$ cat src/rtl/icache_pkg.sv
// Shared types and constants for the direct-mapped instruction cache.
// Tag width follows from the line count: 28 block-address bits minus the index bits.
package icache_pkg;
    localparam int          DEFAULT_LINES = 8;
    localparam logic [31:0] NOP_INST      = 32'h0000_0013;

    typedef enum logic [1:0] {
        IDLE,
        MEM_READ,
        UPDATE
    } state_t;

    function automatic int tag_width(input int lines);
        return 28 - $clog2(lines);
    endfunction
endpackage

$ cat src/rtl/icache_line_store.sv
// Valid/tag/data arrays: combinational read, write at posedge, valid bits cleared by reset or i_clear.
// No backpressure; a write on the same edge as i_clear leaves the written line valid.
module icache_line_store
    import icache_pkg::*;
#(
    parameter int LINES = DEFAULT_LINES,
    parameter int IW    = $clog2(LINES),
    parameter int TW    = tag_width(LINES)
) (
    input  logic          clock,
    input  logic          reset,
    input  logic          i_clear,
    input  logic          i_we,
    input  logic [IW-1:0] i_widx,
    input  logic [TW-1:0] i_wtag,
    input  logic [127:0]  i_wdata,
    input  logic [IW-1:0] i_ridx,
    output logic          o_valid,
    output logic [TW-1:0] o_tag,
    output logic [127:0]  o_data
);
    logic [LINES-1:0] r_valid;
    logic [TW-1:0]    r_tag  [LINES];
    logic [127:0]     r_data [LINES];

    // The later assignment lets a refill survive a coincident invalidate.
    always_ff @(posedge clock or negedge reset) begin
        if (!reset) begin
            r_valid <= '0;
        end else begin
            if (i_clear)
                r_valid <= '0;
            if (i_we)
                r_valid[i_widx] <= 1'b1;
        end
    end

    always_ff @(posedge clock) begin
        if (i_we) begin
            r_tag[i_widx]  <= i_wtag;
            r_data[i_widx] <= i_wdata;
        end
    end

    assign o_valid = r_valid[i_ridx];
    assign o_tag   = r_tag[i_ridx];
    assign o_data  = r_data[i_ridx];
endmodule

$ cat src/rtl/icache_controller.sv
// Direct-mapped I-cache: hits return in 0 cycles; a miss stalls via busywait for
// 1 + memory busy time + 1 cycles while the block is fetched over the mem_read handshake.
module icache_controller
    import icache_pkg::*;
#(
    parameter int LINES = DEFAULT_LINES
) (
    input  logic         clock,
    input  logic         reset,
    input  logic [31:0]  address,
    input  logic         invalidate,
    output logic [31:0]  readinst,
    output logic         busywait,
    output logic         mem_read,
    output logic [27:0]  mem_address,
    input  logic [127:0] mem_readdata,
    input  logic         mem_busywait,
    output logic [31:0]  hit_count,
    output logic [31:0]  miss_count
);
    localparam int IW = $clog2(LINES);
    localparam int TW = tag_width(LINES);

    state_t         r_state;
    state_t         w_next;
    logic           r_seen_busy;
    logic [127:0]   r_block;
    logic           w_busywait;
    logic           w_mem_read;
    logic           w_hit;
    logic           w_line_valid;
    logic [TW-1:0]  w_line_tag;
    logic [127:0]   w_line_data;
    logic [IW-1:0]  w_idx;
    logic [TW-1:0]  w_tag;
    logic [1:0]     w_word;
    logic [31:0]    w_sel;
    logic           w_unused_low;

    assign w_idx        = address[3+IW:4];
    assign w_tag        = address[31:4+IW];
    assign w_word       = address[3:2];
    assign w_unused_low = ^address[1:0];

    icache_line_store #(
        .LINES (LINES),
        .IW    (IW),
        .TW    (TW)
    ) u_store (
        .clock   (clock),
        .reset   (reset),
        .i_clear (invalidate),
        .i_we    (r_state == UPDATE),
        .i_widx  (w_idx),
        .i_wtag  (w_tag),
        .i_wdata (r_block),
        .i_ridx  (w_idx),
        .o_valid (w_line_valid),
        .o_tag   (w_line_tag),
        .o_data  (w_line_data)
    );

    assign w_hit = w_line_valid && (w_line_tag == w_tag);
    assign w_sel = w_line_data[{w_word, 5'b0} +: 32];

    always_comb begin
        w_next     = r_state;
        w_busywait = 1'b0;
        w_mem_read = 1'b0;
        case (r_state)
            IDLE: begin
                if (!w_hit) begin
                    w_busywait = 1'b1;
                    w_next     = MEM_READ;
                end
            end
            MEM_READ: begin
                w_busywait = 1'b1;
                w_mem_read = 1'b1;
                if (r_seen_busy && !mem_busywait)
                    w_next = UPDATE;
            end
            UPDATE: begin
                w_busywait = 1'b1;
                w_next     = IDLE;
            end
            default: w_next = IDLE;
        endcase
    end

    // Reset is folded in combinationally so the stall and read request drop the moment it asserts.
    assign busywait    = reset && w_busywait;
    assign mem_read    = reset && w_mem_read;
    assign mem_address = address[31:4];
    assign readinst    = (!reset || w_busywait) ? NOP_INST : w_sel;

    always_ff @(posedge clock or negedge reset) begin
        if (!reset) begin
            r_state     <= IDLE;
            r_seen_busy <= 1'b0;
            r_block     <= '0;
            hit_count   <= '0;
            miss_count  <= '0;
        end else begin
            r_state <= w_next;
            if (r_state == UPDATE)
                r_seen_busy <= 1'b0;
            else if (r_state == MEM_READ && mem_busywait)
                r_seen_busy <= 1'b1;
            if (r_state == MEM_READ && w_next == UPDATE)
                r_block <= mem_readdata;
            if (r_state == IDLE) begin
                if (w_hit && hit_count != 32'hFFFF_FFFF)
                    hit_count <= hit_count + 32'd1;
                if (!w_hit && miss_count != 32'hFFFF_FFFF)
                    miss_count <= miss_count + 32'd1;
            end
        end
    end
endmodule
$ cat config.mk
export PLATFORM = sky130hd
export DESIGN_NAME = icache_controller
export DESIGN_NICKNAME = d
export VERILOG_FILES = /design/src/rtl/icache_pkg.sv /design/src/rtl/icache_line_store.sv /design/src/rtl/icache_controller.sv
export SDC_FILE = /design/constraint.sdc
export NUM_CORES = 1
export LEC_CHECK = 0
export CAP_MARGIN = 25
export CORE_MARGIN = 3
export CORE_UTILIZATION = 45
export CTS_CLUSTER_DIAMETER = 60
export CTS_CLUSTER_SIZE = 30
export DETAILED_ROUTE_END_ITERATION = 16
export PLACE_DENSITY = 0.66
export SLEW_MARGIN = 20
export SYNTH_ARGS = -nofsm -noshare
export SYNTH_HDL_FRONTEND = slang
export SYNTH_SLANG_ARGS = --single-unit
$ cat constraint.sdc
create_clock -name clock -period 28.3 [get_ports clock]
set_input_delay 2.83 -clock clock [delete_from_list [all_inputs] [get_ports clock]]
set_output_delay 2.83 -clock clock [all_outputs]
set_load 0.02 [all_outputs]
==> impl_metrics.csv, run 1 <==
group,metric,value,unit
critical_path,worst_path_max_delay_cell,"buf_4",
floorplanning,die-height,358,um
route,avgRoutedWirePerCell,26.9,um
critical_path,cp.required,25.47,ns
clock_tree,postCtsSetupRepairBufs,0,
timing,finalSetupTns,0,ns
timing,period_minus_slack,10.90,ns
floorplanning,core_area,123000,um2
critical_path,critical_path_class,"input pin to output pin",
timing,fin_ws,17.40,ns
layout,final_cell_mix,"1,224 x edfxtp_1, 364 x mux4_2, 281 x clkdlybuf4s50_1",
synthesis,syn-cell-area,55900,um2
clock_tree,cts_resized,0,
clock_tree,root_buffer,"clkbuf_16",
critical_path,worst-path-max-fanout,90,
clock_tree,clk_latency,0.72,ns
placement,place_hpwl,68.8,mm
synthesis,yosysSeqAreaShare,0.749,
synthesis,avgSynthCellArea,22.4,um2
run_status,status,"finished, final reports clean",
clock_tree,numCtsBuffers,101,
critical_path,startpoint_type,"input pin",
route,vias_per_cell,5.67,
clock_tree,cts_buffer_depth,3,
placement,io_buffer_count,287,
global_routing,grt_overflow,0,
min_path,hold_depth,1,
layout,utilization,0.524,
flow_run,cap_violations,0,
clock_tree,clkSlewWorstSetupHoldPaths,0.09,ns
global_routing,grt_pass1_vias,27143,
synthesis,synth-edff-count,1224,
timing,worst_pin_slew,1.02,ns
floorplanning,fp.dieArea,128000,um2
synthesis,synth_flop_cell,"edfxtp_1",
route,drt_first_pass_iters,7,
timing,fin_crit_sh,0.385,
floorplanning,dieWidth,358,um
min_path,hold_path_class,"register to register",
placement,post-place-ws,17.22,ns
power,leakagePower,21.5,nW
critical_path,path_buf_inv,4,
critical_path,cp_top_family,"buffers and inverters",
synthesis,syn_inst,2488,
timing,hold_viol_final,0,
route,vias,25525,
route,drtIter0Drc,2209,
critical_path,worstRegToRegCells,10,
placement,gp_congestion,0.826,
power,finalPower,5.20,mW
timing,rsz0062_at_grt,"false",
layout,nNetsFinal,2946,
timing,fmax,91.8,MHz
timing,slew_violations,0,
clock_tree,h-tree-depth,3,
synthesis,yosysWarnings,0,
global_routing,antenna_found_initial,15,
layout,final_common_cell,"edfxtp_1",
global_routing,grt_max_degree,118,
layout,synthToLayoutAreaGrowth,15.0,%
timing,clock_skew,0.0462,ns
global_routing,grt_pass1_wl,178,mm
route,wl,121,mm
synthesis,ys_seq_elements,1427,
synthesis,synthDistinctLibCells,51,
power,vdd_drop_max,0.0000760,V
global_routing,grt_usage,0.189,
route,final_antenna_net_count,0,
synthesis,async_flop_share,0.142,
floorplanning,ios,290,
synthesis,synth_nets,2658,
floorplanning,initial_core_util,0.456,
timing,maxSlewHeadroom,0.317,
critical_path,cp.arrival,8.07,ns
clock_tree,cts_tree,"done",
floorplanning,rows,128,
route,post-route-drc-count,0,
critical_path,crit_path_end_kind,"output pin",
layout,nFillCells,9362,
power,p_per_area,80.9,nW/um2
critical_path,crit_chain,"buf_8 > buf_4 > mux4_2 > mux2i_1 > xnor2_1 > or4_1 > or4_4 > o21ai_0 > a31oi_4 > buf_16 > a211o_1 > clkdlybuf4s50_1",
layout,drive_above_1_share,0.265,
critical_path,critical_path_depth,12,
clock_tree,clock-sinks,1427,
critical_path,cp_slowest_stage_delay,0.83,ns
clock_tree,hold_buffers,0,
timing,setup_violations,0,
through the flow:
stage               hold WS, ns  instance area, um2  instances
floorplan                 0.444               55900       2488
global placement          0.456               60300       4294
detailed placement        0.464               60400       4296
CTS                       0.484               64200       4487
global route              0.497               64200       4490
finish                    0.482               64200       4498
layer usage:
metal	GRT usage	wire length, um	vias to the layer above
met3	0.0519	9140	161
li1	-	-	10894
met2	0.309	59500	722
met4	0.0426	2750	12
met5	0	77	-
met1	0.255	49700	13736
Yosys cell counts (30+ instances only):
cell	n	area, um2
clkbuf_1	56	210
edfxtp_1	1224	36800
xnor2_1	40	350
mux2i_1	61	611
mux2_4	120	1800
buf_4	30	225
mux4_2	364	8200
xor2_1	44	385
buf_1	34	128
dfrtp_1	203	5080
nor2_1	43	161
power breakdown:
| part | switching, mW | internal [mW] | total (mW) |
|---|---|---|---|
| registers | 0.249 | 2.67 | 2.92 |
| logic | 0.308 | 0.353 | 0.661 |
| clock network | 0.839 | 0.773 | 1.61 |
| total | 1.40 | 3.80 | 5.20 |
cell type report:
class                           count  area (um2)  share of cell area
Clock buffer                      105        2560              0.0399
Clock inverter                     86        1240              0.0193
Tap cell                         1625        2030              0.0317
Multi-Input combinational cell    901       13100               0.205
Inverter                            8        30.0            0.000467
Timing Repair Buffer              337        3370              0.0524
Sequential cell                  1427       41800               0.651
Antenna cell                        9        22.5            0.000351
worst reg2reg max path, cell delays in order (launching register included):
cell      delay (ns)
edfxtp_1        0.38
mux4_2          0.47
mux2i_1         0.18
xnor2_1         0.15
or4_1           0.57
or4_4           0.60
o31ai_4         0.27
nand3_4         0.65
buf_4           0.64
buf_4           0.51
mux2_4          0.41
state kept, by name, indices dropped and copies added, names as in the netlist:
| name | flops |
|---|---|
| hit_count | 32 |
| miss_count | 32 |
| r_block | 128 |
| r_seen_busy | 1 |
| r_state | 2 |
| u_store.r_data | 1024 |
| u_store.r_tag | 200 |
| u_store.r_valid | 8 |
path summary, 6_finish.rpt:
| path | from | end | slack (ns) |
|---|---|---|---|
| worst max register to register | u_store.r_tag[6][15] | r_block[75] | 23.33 |
| worst max-delay path | address[6] | readinst[1] | 17.40 |
| worst min register to register | u_store.r_valid[7] | u_store.r_valid[7] | 0.48 |
| worst min-delay path | u_store.r_valid[7] | u_store.r_valid[7] | 0.48 |
| max in group asynchronous | reset | r_block[81] | 25.12 |
| min in group asynchronous | reset | r_block[16] | 1.99 |
cell families after synthesis:
kind of cell	Yosys count	share of synthesized area
adders and majority gates	6	0.00134
muxes	561	0.193
DFF	1427	0.749
buffers and inverters	160	0.0170
AOI/OAI and AO/OA	30	0.00421
and+or+nand+nor	220	0.0220
xor gates and xnor gates	84	0.0132
(Power assumes the default switching activity.)
==> inputs of run 2 (changes only) <==
==> constraint.sdc (replaced) <==
create_clock -name clock -period 10.2 [get_ports clock]
set_input_delay 1.02 -clock clock [delete_from_list [all_inputs] [get_ports clock]]
set_output_delay 1.02 -clock clock [all_outputs]
set_load 0.02 [all_outputs]
==> run 2 against run 1 <==
Global-route usage is essentially flat. Register-to-register slack lost 17 ns. Wire length shrank 0.34%. Worst hold slack lost 0.17 ns. Largest power group unchanged.
==> impl_metrics.csv, run 2 (synthesized netlist as in run 1, its figures left out) <==
group,metric,value,unit
run_status,status,"finished, final reports clean",
clock_tree,cts_tree,"done",
floorplanning,fp.dieArea,128000,um2
timing,fmax,143,MHz
global_routing,antenna_found_initial,12,
critical_path,startpoint_type,"input pin",
critical_path,crit_chain,"clkbuf_8 > buf_4 > mux4_2 > mux2i_1 > xor2_1 > nor4b_1 > nand4_1 > o21ai_0 > a31oi_4 > buf_16 > nor2_1 > clkdlybuf4s50_1",
power,leakagePower,21.5,nW
power,p_per_area,225,nW/um2
route,drtIter0Drc,2402,
clock_tree,cts_resized,0,
route,vias,25585,
layout,final_cell_mix,"1,224 x edfxtp_1, 364 x mux4_2, 281 x clkdlybuf4s50_1",
critical_path,worst-path-max-fanout,52,
global_routing,grt_pass1_vias,27086,
timing,fin_crit_sh,0.685,
power,vdd_drop_max,0.000186,V
layout,top_register,"u_store.r_data",
layout,nFillCells,9383,
global_routing,grt_max_degree,131,
critical_path,cp.required,9.18,ns
global_routing,grt_usage,0.189,
clock_tree,clock-sinks,1427,
critical_path,path_buf_inv,4,
timing,hold_viol_final,0,
timing,clock_skew,0.0307,ns
placement,place_area,60400,um2
floorplanning,ios,290,
global_routing,grt_pass1_wl,179,mm
layout,largest_reg_flops,1024,
critical_path,cp.arrival,5.97,ns
power,finalPower,14.4,mW
critical_path,crit_path_end_kind,"output pin",
critical_path,worstRegToRegCells,9,
critical_path,r2r_start,"u_store.r_tag[7][13]",
route,post-route-drc-count,0,
layout,synthToLayoutAreaGrowth,15.1,%
floorplanning,die-height,358,um
timing,period_minus_slack,6.99,ns
timing,slew_violations,0,
clock_tree,postCtsSetupRepairBufs,0,
timing,setup_violations,0,
critical_path,r2r_end,"r_block[110]",
layout,top_regs,"u_store.r_data (1024), u_store.r_tag (200), r_block (128)",
floorplanning,dieWidth,358,um
floorplanning,rows,128,
clock_tree,clk_latency,0.70,ns
critical_path,worst_path_max_delay_cell,"buf_4",
placement,gp_congestion,0.764,
layout,nNetsFinal,2943,
placement,io_buffer_count,287,
route,wl,121,mm
clock_tree,h-tree-depth,3,
timing,rsz0062_at_grt,"false",
layout,final_common_cell,"edfxtp_1",
route,drt_first_pass_iters,5,
flow_run,cap_violations,0,
floorplanning,initial_core_util,0.456,
route,vias_per_cell,5.69,
clock_tree,clkSlewWorstSetupHoldPaths,0.07,ns
clock_tree,root_buffer,"clkbuf_16",
critical_path,ff2ff_setup_slack,5.91,ns
critical_path,cp_slowest_stage_delay,0.65,ns
min_path,hold_path_class,"input pin to async pin",
route,avgRoutedWirePerCell,26.9,um
route,final_antenna_net_count,0,
clock_tree,numCtsBuffers,103,
clock_tree,cts_buffer_depth,3,
layout,drive_above_1_share,0.263,
placement,place_hpwl,67.6,mm
critical_path,critical_path_class,"input pin to output pin",
floorplanning,core_area,123000,um2
layout,fin_area,64300,um2
global_routing,grt_overflow,0,
timing,finalSetupTns,0,ns
clock_tree,hold_buffers,0,
timing,worst_pin_slew,1.16,ns
timing,maxSlewHeadroom,0.224,
critical_path,cp_top_family,"buffers and inverters",
run 2: cell types whose count changed in the layout (fill, tap and decap cells not counted), moves of 4 or more:
cell        before  now
inv_6           19   14
buf_12           3    8
clkbuf_16      102  108
clkinv_8        20   12
buf_4           42   34
clkinvlp_4       1    7
inv_16          12    1
diode_2          9    5
clkinv_2         2    7
run 2: worst max-delay path by stage:
| stage | cells past startpoint | start | slack, ns | end |
|---|---|---|---|---|
| 6_report | 12 | address[4] | 3.21 | readinst[15] |
| 3_3_place_gp | 11 | address[4] | 2.92 | readinst[0] |
| 5_1_grt | 12 | address[4] | 2.73 | readinst[15] |
| 3_5_place_dp | 11 | address[4] | 2.88 | readinst[0] |
| 2_1_floorplan | 9 | address[4] | 0.04 | u_store.r_data[5][0] |
| 4_1_cts | 11 | address[4] | 2.86 | readinst[0] |
run 2: report_power, final:
group	internal, mW	total [mW]	switching [mW]
sequential	7.42	8.14	0.722
clock	2.25	4.46	2.21
combinational	0.983	1.82	0.841
run 2: area by class of cell:
cell class,instances,area (um2),area share
multi-input cells,901,13200,0.205
flip-flops and latches,1427,41800,0.651
diodes,5,12.5,0.000195
clock buffers,115,2740,0.0426
repair buffers,332,3400,0.0529
clock inverters,81,1050,0.0163
inverters,8,30.0,0.000467
well taps,1625,2030,0.0316
run 2: routing by layer:
layer	part of all wire	vias to the layer above	track usage
li1	-	10877	-
met1	0.41	13720	0.258
met2	0.49	809	0.310
met3	0.072	165	0.0446
met4	0.022	14	0.0454
met5	0.00085	-	0
run 2: through the flow:
| stage | cells | hold WS (ns) | utilization | setup slack (ns) |
|---|---|---|---|---|
| 2_1_floorplan | 2488 | 0.444 | - | 0.0415 |
| 5_1_grt | 4489 | 0.305 | 0.524 | 2.73 |
| 3_3_place_gp | 4287 | 0.459 | 0.492 | 2.92 |
| 4_1_cts | 4486 | 0.294 | 0.524 | 2.86 |
| 3_5_place_dp | 4290 | 0.468 | 0.493 | 2.88 |
| 6_report | 4494 | 0.312 | 0.525 | 3.21 |
